$ cat config.mk
export PLATFORM = sky130hd
export DESIGN_NAME = pc_unit
export DESIGN_NICKNAME = d
export VERILOG_FILES = /design/src/rtl/pc_unit.sv
export SDC_FILE = /design/constraint.sdc
export NUM_CORES = 1
export LEC_CHECK = 0
export BUFFER_PORTS_ARGS = -buffer_cell sky130_fd_sc_hd__buf_2
export CAP_MARGIN = 15
export CELL_PAD_IN_SITES_DETAIL_PLACEMENT = 1
export CELL_PAD_IN_SITES_GLOBAL_PLACEMENT = 2
export CORE_MARGIN = 3
export CORE_UTILIZATION = 28
export DETAILED_ROUTE_END_ITERATION = 8
export PLACE_DENSITY = 0.72
export SYNTH_ARGS = -nofsm -noshare
export SYNTH_HDL_FRONTEND = slang
export SYNTH_SLANG_ARGS = --single-unit
$ cat constraint.sdc
create_clock -name clock -period 13.4 [get_ports clock]
set_input_delay 0 -clock clock [delete_from_list [all_inputs] [get_ports clock]]
set_output_delay 0 -clock clock [all_outputs]
set_load 0.1 [all_outputs]
$ cat src/rtl/pc_unit.sv
// pc_unit: program counter with next-PC selection and a return-address stack.
//
// The PC and the return-address stack (RAS) update on the falling edge of
// clock. clear is an asynchronous, active-high reset. The next PC is chosen
// with this priority: stall, ret, jump_reg, jump, branch_taken, then the
// sequential PC. The RAS is a circular buffer. A push to a full stack
// overwrites the oldest entry and sets the sticky ras_overflow flag.
//
// Optional build macro PC_ALIGN_CHECK_EN:
//   When defined, any selected next PC whose low two bits are nonzero is
//   loaded with those bits cleared. The registered output misaligned pulses
//   for that cycle.
//   When undefined, the misaligned port does not exist and the next PC is
//   loaded unmodified.

module pc_unit #(
  parameter int               WIDTH        = 32,
  parameter logic [WIDTH-1:0] RESET_VECTOR = 32'h00400000,
  parameter int               RAS_DEPTH    = 4
) (
  input  logic                         clock,
  input  logic                         clear,
  input  logic                         stall,
  input  logic                         branch_taken,
  input  logic [WIDTH-1:0]             branch_offset,
  input  logic                         jump,
  input  logic [WIDTH-7:0]             jump_index,
  input  logic                         jump_reg,
  input  logic [WIDTH-1:0]             reg_target,
  input  logic                         call,
  input  logic                         ret,
  output logic [WIDTH-1:0]             pc,
  output logic [WIDTH-1:0]             pc_plus4,
  output logic [$clog2(RAS_DEPTH):0]   ras_count,
  output logic                         ras_overflow,
  output logic                         ras_underflow
`ifdef PC_ALIGN_CHECK_EN
  ,
  output logic                         misaligned
`endif
);

  localparam int PTR_W = $clog2(RAS_DEPTH);
  localparam int CNT_W = PTR_W + 1;

  // Source of the next PC. HOLD is used while stalled.
  typedef enum logic [2:0] {
    SRC_SEQ,
    SRC_BRANCH,
    SRC_JUMP,
    SRC_REG,
    SRC_RAS,
    SRC_HOLD
  } pc_src_t;

  // Stack storage. top_ptr always points at the most recent entry.
  logic [WIDTH-1:0] ras_mem [RAS_DEPTH];
  logic [PTR_W-1:0] top_ptr;

  logic [WIDTH-1:0] branch_target;
  logic [WIDTH-1:0] jump_target;
  logic [WIDTH-1:0] ras_top;
  logic             ras_empty;
  logic             ras_full;

  pc_src_t          pc_src;
  logic             do_pop;
  logic             do_push;
  logic             underflow_next;
  logic [WIDTH-1:0] pc_sel;
  logic [WIDTH-1:0] pc_next;

  logic [PTR_W-1:0] ptr_next;
  logic [CNT_W-1:0] count_next;
  logic             ras_we;
  logic [PTR_W-1:0] ras_wr_ptr;
  logic             overflow_set;

`ifdef PC_ALIGN_CHECK_EN
  logic             misaligned_next;
`endif

  // Target arithmetic. All sums wrap silently at WIDTH bits.
  always_comb begin
    pc_plus4      = pc + WIDTH'(4);
    branch_target = pc_plus4 + (branch_offset << 2);
    jump_target   = {pc_plus4[WIDTH-1 -: 4], jump_index, 2'b00};
    ras_top       = ras_mem[top_ptr];
    ras_empty     = (ras_count == '0);
    ras_full      = (ras_count == CNT_W'(RAS_DEPTH));
  end

  // Select the next-PC source and decide the stack operation.
  always_comb begin
    // NOTE: assign every always_comb output a default first. Without a
    // default, a path that skips an assignment infers a latch.
    pc_src         = SRC_SEQ;
    do_pop         = 1'b0;
    do_push        = 1'b0;
    underflow_next = 1'b0;
    if (stall) begin
      pc_src = SRC_HOLD;
    end else begin
      if (ret) begin
        if (!ras_empty) begin
          pc_src = SRC_RAS;
          do_pop = 1'b1;
        end else begin
          pc_src         = SRC_REG;
          underflow_next = 1'b1;
        end
      end else if (jump_reg) begin
        pc_src = SRC_REG;
      end else if (jump) begin
        pc_src = SRC_JUMP;
      end else if (branch_taken) begin
        pc_src = SRC_BRANCH;
      end
      do_push = call;
    end
  end

  // Next-PC multiplexer, with optional forced word alignment.
  always_comb begin
    unique case (pc_src)
      SRC_BRANCH: pc_sel = branch_target;
      SRC_JUMP:   pc_sel = jump_target;
      SRC_REG:    pc_sel = reg_target;
      SRC_RAS:    pc_sel = ras_top;
      SRC_HOLD:   pc_sel = pc;
      default:    pc_sel = pc_plus4;
    endcase
`ifdef PC_ALIGN_CHECK_EN
    misaligned_next = (pc_src != SRC_HOLD) && (pc_sel[1:0] != 2'b00);
    pc_next         = {pc_sel[WIDTH-1:2], 2'b00};
`else
    pc_next         = pc_sel;
`endif
  end

  // Stack pointer, count and write-port control.
  always_comb begin
    ptr_next     = top_ptr;
    count_next   = ras_count;
    ras_we       = 1'b0;
    ras_wr_ptr   = top_ptr;
    overflow_set = 1'b0;
    unique case ({do_pop, do_push})
      2'b10: begin
        ptr_next   = top_ptr - PTR_W'(1);
        count_next = ras_count - CNT_W'(1);
      end
      2'b01: begin
        // Advancing the pointer on a full stack lands on the oldest entry,
        // so the circular overwrite needs no special case here.
        ptr_next     = top_ptr + PTR_W'(1);
        ras_wr_ptr   = top_ptr + PTR_W'(1);
        ras_we       = 1'b1;
        count_next   = ras_full ? ras_count : ras_count + CNT_W'(1);
        overflow_set = ras_full;
      end
      2'b11: begin
        // Pop the old top, then write pc_plus4 into the slot just freed.
        ras_we = 1'b1;
      end
      default: ;
    endcase
  end

  // PC, flags and stack state. Updates on the falling edge; clear is asynchronous.
  always_ff @(negedge clock or posedge clear) begin
    if (clear) begin
      pc            <= RESET_VECTOR;
      top_ptr       <= '0;
      ras_count     <= '0;
      ras_overflow  <= 1'b0;
      ras_underflow <= 1'b0;
      // NOTE: the stack entries are cleared by reset so that a pop after
      // reset reads zero. That reset forces the storage into flops; it
      // cannot map to a RAM macro.
      for (int i = 0; i < RAS_DEPTH; i++) begin
        ras_mem[i] <= '0;
      end
`ifdef PC_ALIGN_CHECK_EN
      misaligned    <= 1'b0;
`endif
    end else begin
      // NOTE: sequential state uses non-blocking assignments. Every flop
      // then samples values from before the edge, and no flop sees a value
      // written earlier in the same edge.
      pc            <= pc_next;
      top_ptr       <= ptr_next;
      ras_count     <= count_next;
      ras_overflow  <= ras_overflow | overflow_set;
      ras_underflow <= underflow_next;
      if (ras_we) begin
        ras_mem[ras_wr_ptr] <= pc_plus4;
      end
`ifdef PC_ALIGN_CHECK_EN
      misaligned    <= misaligned_next;
`endif
    end
  end

endmodule

==> results of run 1 <==
-- final cells by class --
type                            instances  area, um^2
Clock buffer                           21         460
Tap cell                              455         569
Fill cell                            4098       22900
Clock inverter                         12         199
Sequential cell                       167        4180
Multi-Input combinational cell        802        5460
Timing Repair Buffer                  181         948
Inverter                               64         245
-- registers in the layout, indices dropped and copies added, names as in the netlist --
name	count
ras_count	3
top_ptr	2
ras_overflow	1
ras_mem	128
ras_underflow	1
pc	32
-- metrics by stage --
step / power [mW] / utilization / setup slack (ns) / hold slack, ns
finish: 3.29 / 0.345 / 3.41 / 0.423
global route: 3.51 / 0.345 / 3.17 / 0.446
CTS: 3.31 / 0.345 / 3.41 / 0.428
detailed placement: 2.74 / 0.326 / 3.08 / 0.419
global placement: 2.71 / 0.326 / 3.11 / 0.417
floorplan: 2.30 / - / 2.36 / 0.405
-- how the worst min path moves through the flow --
stage | from | end | slack [ns] | cells after the start
final | ras_mem[28] | ras_mem[28] | 0.42 | 2
after global routing | ras_mem[49] | ras_mem[49] | 0.45 | 2
after CTS | ras_mem[31] | ras_mem[31] | 0.43 | 2
after detailed placement | ras_overflow | ras_overflow | 0.42 | 1
after global placement | ras_mem[44] | ras_mem[44] | 0.42 | 2
after floorplan | ras_mem[48] | ras_mem[48] | 0.41 | 2
-- power by group --
group / switching (mW) / internal, mW
clock network: 0.208 / 0.342
logic: 1.28 / 0.541
registers: 0.166 / 0.748
total: 1.66 / 1.63
-- cells in the mapped netlist, types with 3 or more instances --
| master | n |
|---|---|
| nand2b_1 | 5 |
| o211ai_1 | 4 |
| ha_1 | 34 |
| o21bai_1 | 9 |
| nand2_1 | 147 |
| and3_1 | 13 |
| mux2i_1 | 4 |
| xor2_1 | 11 |
| o221ai_1 | 5 |
| dfrtn_1 | 166 |
| a21o_1 | 9 |
| a31o_2 | 4 |
| or2_2 | 3 |
| o21a_1 | 5 |
| a221o_1 | 18 |
| nor2b_1 | 3 |
| inv_1 | 65 |
| a2111oi_0 | 3 |
| mux4_2 | 32 |
| xnor2_1 | 40 |
| a221oi_1 | 16 |
| a31oi_1 | 8 |
| nand3_1 | 25 |
| mux2_2 | 10 |
| a211oi_1 | 9 |
| or3_1 | 4 |
| o21ai_1 | 10 |
| buf_1 | 3 |
| nand4_1 | 5 |
| buf_2 | 7 |
| nor4_1 | 4 |
| nor3_1 | 15 |
| nor3b_1 | 5 |
| o21ai_0 | 133 |
| nor2_1 | 63 |
| o31ai_1 | 4 |
| clkbuf_1 | 51 |
| a21oi_1 | 102 |
-- per-layer routing --
metal	track usage	up-vias
met2	0.296	184
met3	0.0276	37
li1	-	4245
met1	0.273	4521
met4	0.0486	2
met5	0	-
-- layout by cell type (no fill, tap or decap), drive strengths merged, types with 5 or more instances in the layout --
cell    Yosys  layout
a221oi     16      16
xnor2      40      40
a221o      18      18
nand2     147     147
o21a        5       5
ha         34      34
nor3       16      16
clkbuf     51      21
dfrtn     166     166
buf        12     181
nor2       63      63
nand4       5       5
and3       14      14
a21o       10      10
a211oi      9       9
inv        65      66
xor2       11      11
bufinv      0       5
o21bai      9       9
nor3b       5       5
o221ai      5       5
a31o        5       5
a21oi     103     103
mux2       10      10
nor4        5       5
nand2b      5       5
mux4       32      32
a31oi       8       8
nand3      25      25
o21ai     144     144
-- cells by family after synthesis --
group                      Yosys count
muxes                               46
DFF                                167
and+or+nand+nor                    303
buffers and inverters              128
xor gates and xnor gates            51
AOI/OAI and AO/OA                  366
adders and majority gates           36
-- worst max-delay path, cell delays in order (launching register included) --
cell and delay, ns:
dfrtn_1 0.60, ha_1 0.37, and3_1 0.38, nand3_1 0.20, or2_2 0.33, xnor2_1 0.49
inv_1 0.18, buf_2 0.34
==> metrics.txt, run 1 <==
status=complete, no violations; largest net degree at the start of global routing=63; WL met2=16,600 um; vias per cell=5.28; Die ar.=38,300 um^2; Mapped Nets=1,231; Setup crit end kind=primary output; Ports=167; asr flop ratio synth=1.00; vias in the first global route=9,333; DR top layer=met5; synth top area cells=dfrtn_1 (41%), mux4_2 (7.2%), o21ai_0 (6.6%); Max Cap Viol=0; # Post-CTS Setup Buffers=0; routed wire length=36,100 um; post-route setup TNS=0 ns; reg2reg path depth=14; Synth top area share=0.412; Placer Congestion=0.852; Netlist Area Pre-Place=10,100 um^2; Die H=196 um; r2r endpoint=pc[31]; worst setup path startpoint=pc[2]; Pre-antenna DRT Iters=4; Synth cell types=74; Root Driver=clkbuf_16; Static Leak=5.42 nW; die width=196 um; Critical Path Source Type=flop; RSZ-0062 raised after global routing=no; setup slack, reg-to-reg=8.34 ns; dpl hpwl=26,700 um; worst slew pin tran=0.912 ns; Hold WC Path Type=flop to flop; WS Path Type=flop to primary output; CP Data Required Time=13.40 ns; hold buffers post-CTS=0; CP arrival=9.99 ns; antenna viol nets, final=0; met3 WL=1470 um; Post-Syn Instances=1,097; depth of the CTS H-tree=4; first-pass GRT wire length=56,400 um; CTS resizes=0; number of CTS-inserted buffers=17; Post-synth EDFFs=0; Yosys reg bits=167; Critical R2R Launch=pc[2]; final setup skew=0.0552 ns; VDD IR max=161 uV; largest family of logic cells by synthesized area=compound AO/OA/AOI/OAI gates; multiplexer share of the synthesized area=0.0867; GR Util All Layers=0.189; GRT overflow=0; antenna violations before repair=1; Port Buffers=164; Inst Count DP=1,670; Core ar.=35,000 um^2; antenna cell count=0; DRC viols=0; Post-Synth Adder-Cell Area=0.0462; Metal-1 WL=17,400 um; main flop type after synthesis=dfrtn_1; crit-path max FO=9; clock-pin slew on the worst setup and hold paths=0.05 ns; Starting Density=0.288; slew margin rel.=0.387; CTS tree=built; Post-Layout Cell Count=1,702; CP endpoint=pc_plus4[24]; # nets final=1,368; Syn Area/Cell=9.19 um^2; Vias=8,989; share of cells above drive strength 1=0.226; Rows=68; CTS Buffer Depth=2; Slew Viols, Final=0; Design Area, Final=12,100 um^2; placed instance area=11,400 um^2; largest area contributor in the netlist=dfrtn_1; WL/cell=21.2 um; post-synthesis xor/xnor area fraction=0.0443; clock latency on the worst-skew pair=0.45 ns; pwr dens=273 nW/um^2; CTS sink count=167; Iter 0 DRT Violations=446; Final Setup Violations=0; Final Hold Fails=0; layout overhead on the synthesized area=19.7%; post-synthesis compound-gate area fraction=0.224; Ys Warns=0; sequential share of the synthesized area=0.415; simple-gate share of the synthesized area=0.135
No activity file was read; power rests on OpenSTA's default activity.
==> inputs of run 2 (changes only) <==
--- a/config.mk
+++ b/config.mk
@@ -5,6 +5,7 @@
 export SDC_FILE = /design/constraint.sdc
 export NUM_CORES = 1
 export LEC_CHECK = 0
+export ABC_AREA = 1
 export BUFFER_PORTS_ARGS = -buffer_cell sky130_fd_sc_hd__buf_2
 export CAP_MARGIN = 15
 export CELL_PAD_IN_SITES_DETAIL_PLACEMENT = 1
@@ -12,7 +13,7 @@
 export CORE_MARGIN = 3
 export CORE_UTILIZATION = 28
 export DETAILED_ROUTE_END_ITERATION = 8
-export PLACE_DENSITY = 0.72
+export PLACE_DENSITY = 0.78
 export SYNTH_ARGS = -nofsm -noshare
 export SYNTH_HDL_FRONTEND = slang
 export SYNTH_SLANG_ARGS = --single-unit
==> constraint.sdc (replaced) <==
create_clock -name clock -period 9.9 [get_ports clock]
set_input_delay 0 -clock clock [delete_from_list [all_inputs] [get_ports clock]]
set_output_delay 0 -clock clock [all_outputs]
set_load 0.1 [all_outputs]
==> metrics.txt, run 2 <==
number of CTS-inserted buffers=17 (unchanged); depth of the CTS H-tree=4 (unchanged); final setup margin=1.78 ns (-1.63 ns); CP Data Required Time=9.90 ns (-3.50 ns); most common cell in the synthesized netlist=nand2_1; placed instance area=12,500 um^2 (+9.7%); Ports=167 (unchanged); status=complete, no violations; CTS resizes=0 (unchanged); vias per cell=4.91 (-7.1%); Slew Viols, Final=0 (unchanged); clock latency on the worst-skew pair=0.45 ns (about the same); CP arrival=8.12 ns (-1.87 ns); DRC viols=0 (unchanged); setup slack, reg-to-reg=5.76 ns (-2.58 ns); pwr dens=323 nW/um^2 (+19%); Setup WS pre-CTS=1.82 ns (-1.26 ns); Critical R2R Launch=pc[2]; most frequent cells in the layout=nand2_1 (583), o21ai_0 (186), inv_1 (166), dfrtn_1 (166), buf_2 (164); worst setup path startpoint=pc[2]; clock-pin slew on the worst setup and hold paths=0.05 ns (about the same); CTS tree=built; Post-synth EDFFs=0 (unchanged); Post-Syn Instances=1,666 (+52%); dpl hpwl=34,200 um (+28%); Ys Warns=0 (unchanged); crit-path max FO=8 (-1); Critical Path Source Type=flop; main flop type after synthesis=dfrtn_1; synth top area cells=dfrtn_1 (37%), nand2_1 (20%), o21ai_0 (8.3%); asr flop ratio synth=1.00 (unchanged); Final Hold Fails=0 (unchanged); antenna viol nets, final=0 (unchanged); CTS Buffer Depth=2 (unchanged); antenna violations before repair=0 (-1); first-pass GRT wire length=70,100 um (+24%); Setup crit end kind=primary output; die width=206 um (+5.1%); Mapped Nets=1,800 (+46%); Synth top area share=0.372 (-0.0401); post-route setup TNS=0 ns (unchanged); Vias=11,400 (+27%); GRT overflow=0 (unchanged); Post-Layout Cell Count=2,332 (+37%); CTS sink count=167 (unchanged); RSZ-0062 raised after global routing=no; Hold WC Path Type=flop to flop; Syn Area/Cell=6.70 um^2 (-27%); commonest non-fill, non-tap cell in the layout=nand2_1; Core ar.=39,000 um^2 (+12%); reg2reg path depth=22 (+8); Iter 0 DRT Violations=680 (+52%); Netlist Area Pre-Place=11,200 um^2 (+11%); largest net degree at the start of global routing=85 (+35%); worst slew pin tran=1.04 ns (+0.133 ns); Largest register FFs=128 (unchanged); Port Buffers=164 (unchanged); Placer Congestion=0.845 (-0.79%); layout overhead on the synthesized area=17.3%; Multi-input gate area=6030 um^2 (+10%); Largest Register=ras_mem; final setup skew=0.0544 ns (-0.000739 ns); Design Area, Final=13,100 um^2 (+8.6%); fillers=5,007 (+22%); WL/cell=19.5 um (-8.3%); Rows=72 (+5.9%); Synth cell types=41 (-45%); GR Util All Layers=0.218 (+0.0296); synth cell count leaders=nand2_1 (583), o21ai_0 (186), inv_1 (168), dfrtn_1 (166), nor2_1 (138); Root Driver=clkbuf_16; sequential cell area=4180 um^2 (unchanged); Max Cap Viol=0 (unchanged); Final Util=0.336 (-0.00921); WS Path Type=flop to primary output; Design Power=4.23 mW (+29%); Static Leak=6.74 nW (+24%); sequential share of the synthesized area=0.374 (-0.0403); Inst Count DP=2,300 (+38%); Die H=206 um (+5.1%); Starting Density=0.286 (-0.00200); hold_ws=0.420 ns (-0.00261 ns); CP endpoint=pc_plus4[26]; largest area contributor in the netlist=dfrtn_1; antenna cell count=0 (unchanged); # nets final=1,935 (+41%); slew margin rel.=0.303 (-0.0842); r2r endpoint=pc[29]; Yosys reg bits=167 (unchanged); # Post-CTS Setup Buffers=0 (unchanged); share of cells above drive strength 1=0.146 (-0.0801); hold buffers post-CTS=0 (unchanged); Final Setup Violations=0 (unchanged); routed wire length=45,400 um (+26%); Top Registers=ras_mem x128, pc x32, ras_count x3; VDD IR max=185 uV (+15%); Die ar.=42,300 um^2 (+10%); vias in the first global route=11,900 (+28%); Pre-antenna DRT Iters=5 (+1)
run 2: cell types whose count changed after synthesis, sizes merged, moves of 34 or more:
cell	change
xnor2	-34
o21ai	+45
nand3	+70
nand2	+444
inv	+112
nor2	+85
run 2: cell families after synthesis:
family,count (synthesis),share of synthesized area
and+or+nand+nor,881,0.328
AOI/OAI and AO/OA,313,0.148
buffers and inverters,247,0.0865
DFF,167,0.374
adders and majority gates,36,0.0417
xor gates and xnor gates,21,0.0205
muxes,1,0.00101
run 2: layout make-up:
cell class | count | area share
clock buffers | 22 | 0.0377
clock inverters | 11 | 0.00745
inverters | 178 | 0.0514
well taps | 518 | 0.0495
flip-flops and latches | 167 | 0.319
multi-input cells | 1252 | 0.460
repair buffers | 184 | 0.0742
run 2: worst min-delay path by stage:
stage | to | depth (start not counted) | start | slack, ns
6_report | ras_mem[103] | 2 | ras_mem[103] | 0.42
5_1_grt | ras_overflow | 2 | ras_overflow | 0.45
3_3_place_gp | ras_mem[7] | 2 | ras_mem[7] | 0.42
4_1_cts | ras_mem[103] | 2 | ras_mem[103] | 0.42
3_5_place_dp | ras_mem[103] | 2 | ras_mem[103] | 0.42
2_1_floorplan | ras_mem[7] | 2 | ras_mem[7] | 0.40
run 2: routing by layer:
metal | part of all wire | global-route usage
met1 | 0.46 | 0.289
met2 | 0.49 | 0.377
met4 | 0.020 | 0.0537
met3 | 0.032 | 0.0291
met5 | 0 | 0
run 2: report_power, final:
part,internal (mW),switching [mW],total (mW)
Combinational,0.555,1.80,2.35
Clock,0.381,0.294,0.675
Sequential,0.995,0.209,1.20
Total,1.93,2.30,4.23
run 2: worst max-delay path, cell delays in order, from the launching register on:
cell     delay (ns)
dfrtn_1        0.62
ha_1           0.23
nand2_1        0.08
nor2_1         0.29
inv_1          0.19
nor2_4         0.20
inv_1          0.07
o21ai_0        0.16
nand2_1        0.21
inv_1          0.23
buf_2          0.47
==> inputs of run 3 (changes only) <==
==> constraint.sdc (replaced) <==
create_clock -name clock -period 7.75 [get_ports clock]
set_input_delay 0 -clock clock [delete_from_list [all_inputs] [get_ports clock]]
set_output_delay 0 -clock clock [all_outputs]
set_load 0.1 [all_outputs]
==> metrics.txt, run 3 (synthesized netlist as in run 2, its figures left out) <==
largest net degree at the start of global routing=168 (+98%); GRT overflow=0 (unchanged); # Post-CTS Setup Buffers=0 (unchanged); share of cells above drive strength 1=0.147 (+0.000940); routed wire length=45,200 um (-0.36%); Critical R2R Launch=pc[2]; Largest Register=ras_mem; placed instance area=12,600 um^2 (+0.41%); Slowest Stage Delay on Critical Path=0.61 ns (about the same); Most common cell on crit path=inv_1; vias in the first global route=12,000 (+0.13%); Setup crit end kind=primary output; first-pass GRT wire length=69,700 um (-0.60%); CTS Buffer Depth=2 (unchanged); CTS resizes=0 (unchanged); CP Data Required Time=7.75 ns (-2.15 ns); slew margin rel.=0.303 (about the same); Iter 0 DRT Violations=750 (+10%); Root Driver=clkbuf_16; Ports=167 (unchanged); DRC viols=0 (unchanged); clock-pin slew on the worst setup and hold paths=0.05 ns (about the same); pwr dens=415 nW/um^2 (+28%); reg2reg path depth=22 (unchanged); crit-path max FO=8 (unchanged); final setup skew=0.0579 ns (+0.00344 ns); Starting Density=0.286 (unchanged); Max Cap Viol=0 (unchanged); most frequent cells in the layout=nand2_1 (583), o21ai_0 (186), inv_1 (166), dfrtn_1 (166), buf_2 (164); antenna viol nets, final=0 (unchanged); Final Setup Violations=0 (unchanged); Slew Viols, Final=0 (unchanged); Largest register FFs=128 (unchanged); post-route setup TNS=0 ns (unchanged); WL/cell=19.4 um (-0.45%); CP max-delay cell=dfrtn_1; RSZ-0062 raised after global routing=no; critical path's top delay family=buffers and inverters; Comb pwr share=0.553 (-0.003); Sequential Power Share=0.281 (-0.003); Vias=11,600 (+1.0%); Cell Int Power=2.51 mW (+30%); WS Path Type=flop to primary output; CTS sink count=167 (unchanged); hold endpoint=ras_overflow; clock latency on the worst-skew pair=0.46 ns (about the same); layout overhead on the synthesized area=17.9%; GR Util All Layers=0.217 (-0.00136); CTS tree=built; Port Buffers=164 (unchanged); Final Hold Fails=0 (unchanged); Static Leak=6.77 nW (+0.51%); antenna cell count=0 (unchanged); Worst Hold Launch=ras_overflow; r2r endpoint=pc[29]; worst slew pin tran=1.05 ns (+0.000838 ns); antenna violations before repair=0 (unchanged); dpl hpwl=33,900 um (-0.79%); Clk pwr share=0.166 (+0.007); Die H=206 um (unchanged); Cells on Worst Hold Path=2 (unchanged); vias per cell=4.95 (+0.93%); Placer Congestion=0.845 (about the same); Net Sw Power=2.96 mW (+28%); CP bufs+invs=4 (unchanged); depth of the CTS H-tree=4 (unchanged); Die ar.=42,300 um^2 (unchanged); CP arrival=7.00 ns (-1.12 ns); setup slack, reg-to-reg=3.70 ns (-2.06 ns); Pre-antenna DRT Iters=5 (unchanged); hold buffers post-CTS=0 (unchanged); Core ar.=39,000 um^2 (unchanged); VDD IR max=301 uV (+63%); status=complete, no violations; Top Registers=ras_mem x128, pc x32, ras_count x3; crit path cell chain=ha_1 > nand2_1 > nor2_1 > inv_1 > nor2_4 > inv_1 > o21ai_0 > nand2_1 > inv_1 > buf_2; number of CTS-inserted buffers=17 (unchanged); commonest non-fill, non-tap cell in the layout=nand2_1; Rows=72 (unchanged); Design Area, Final=13,200 um^2 (+0.57%); # nets final=1,937 (+0.10%); worst setup path startpoint=pc[2]; die width=206 um (unchanged); Switching Fraction=0.541 (-0.00293); Design Power=5.46 mW (+29%); Critical Path Source Type=flop; Hold WC Path Type=flop to flop
[run 3: worst register-to-register path: stages, from the launching register on]
cell	delay, ns
dfrtn_1	0.61
ha_1	0.23
nand2_1	0.07
inv_1	0.12
nand3_1	0.19
nor2_2	0.30
nand2_1	0.16
nor2_1	0.11
nand2_1	0.05
nand2_1	0.27
inv_1	0.11
ha_1	0.38
nand2_1	0.12
nor2_1	0.27
nand2_1	0.19
nor2_1	0.12
nand2_1	0.15
nand2_1	0.11
nand2_1	0.05
nand3_1	0.11
nand2_1	0.08
nand2_1	0.07
nand2_1	0.05
[run 3: routing by layer]
metal  share of wire  up-vias  global-route usage
li1                -     5619                   -
met2            0.49      196               0.375
met3           0.032       42              0.0248
met5               0        -                   0
met4           0.018        0              0.0530
met1            0.46     5704               0.289
[run 3: area by class of cell]
class / instances / area (um^2)
Clock buffer: 18 / 439
Clock inverter: 15 / 176
Fill cell: 5001 / 25800
Inverter: 178 / 672
Multi-Input combinational cell: 1252 / 6030
Sequential cell: 167 / 4180
Tap cell: 518 / 648
Timing Repair Buffer: 186 / 1020
[run 3: power groups by stage]
stage,Combinational (mW),Clock [mW],Sequential (mW)
floorplan,1.85,0.00161,1.90
global placement,2.99,0.00161,1.53
detailed placement,3.04,0.00161,1.55
CTS,3.06,0.923,1.54
global route,3.33,0.966,1.59
finish,3.02,0.908,1.54
[run 3: stage by stage]
step	hold WS [ns]	util	cells	setup WS, ns
3_3_place_gp	0.408	0.322	2302	0.916
2_1_floorplan	0.403	-	1666	0.145
6_report	0.404	0.338	2334	0.751
3_5_place_dp	0.410	0.322	2302	0.786
4_1_cts	0.412	0.338	2334	0.697
5_1_grt	0.426	0.338	2334	0.498
[run 3: how the worst max path moves through the flow]
stage | endpoint | cells past startpoint
6_report | pc_plus4[26] | 10
5_1_grt | pc_plus4[26] | 10
2_1_floorplan | pc_plus4[7] | 4
3_3_place_gp | ras_mem[119] | 14
3_5_place_dp | ras_mem[119] | 14
4_1_cts | pc_plus4[26] | 10
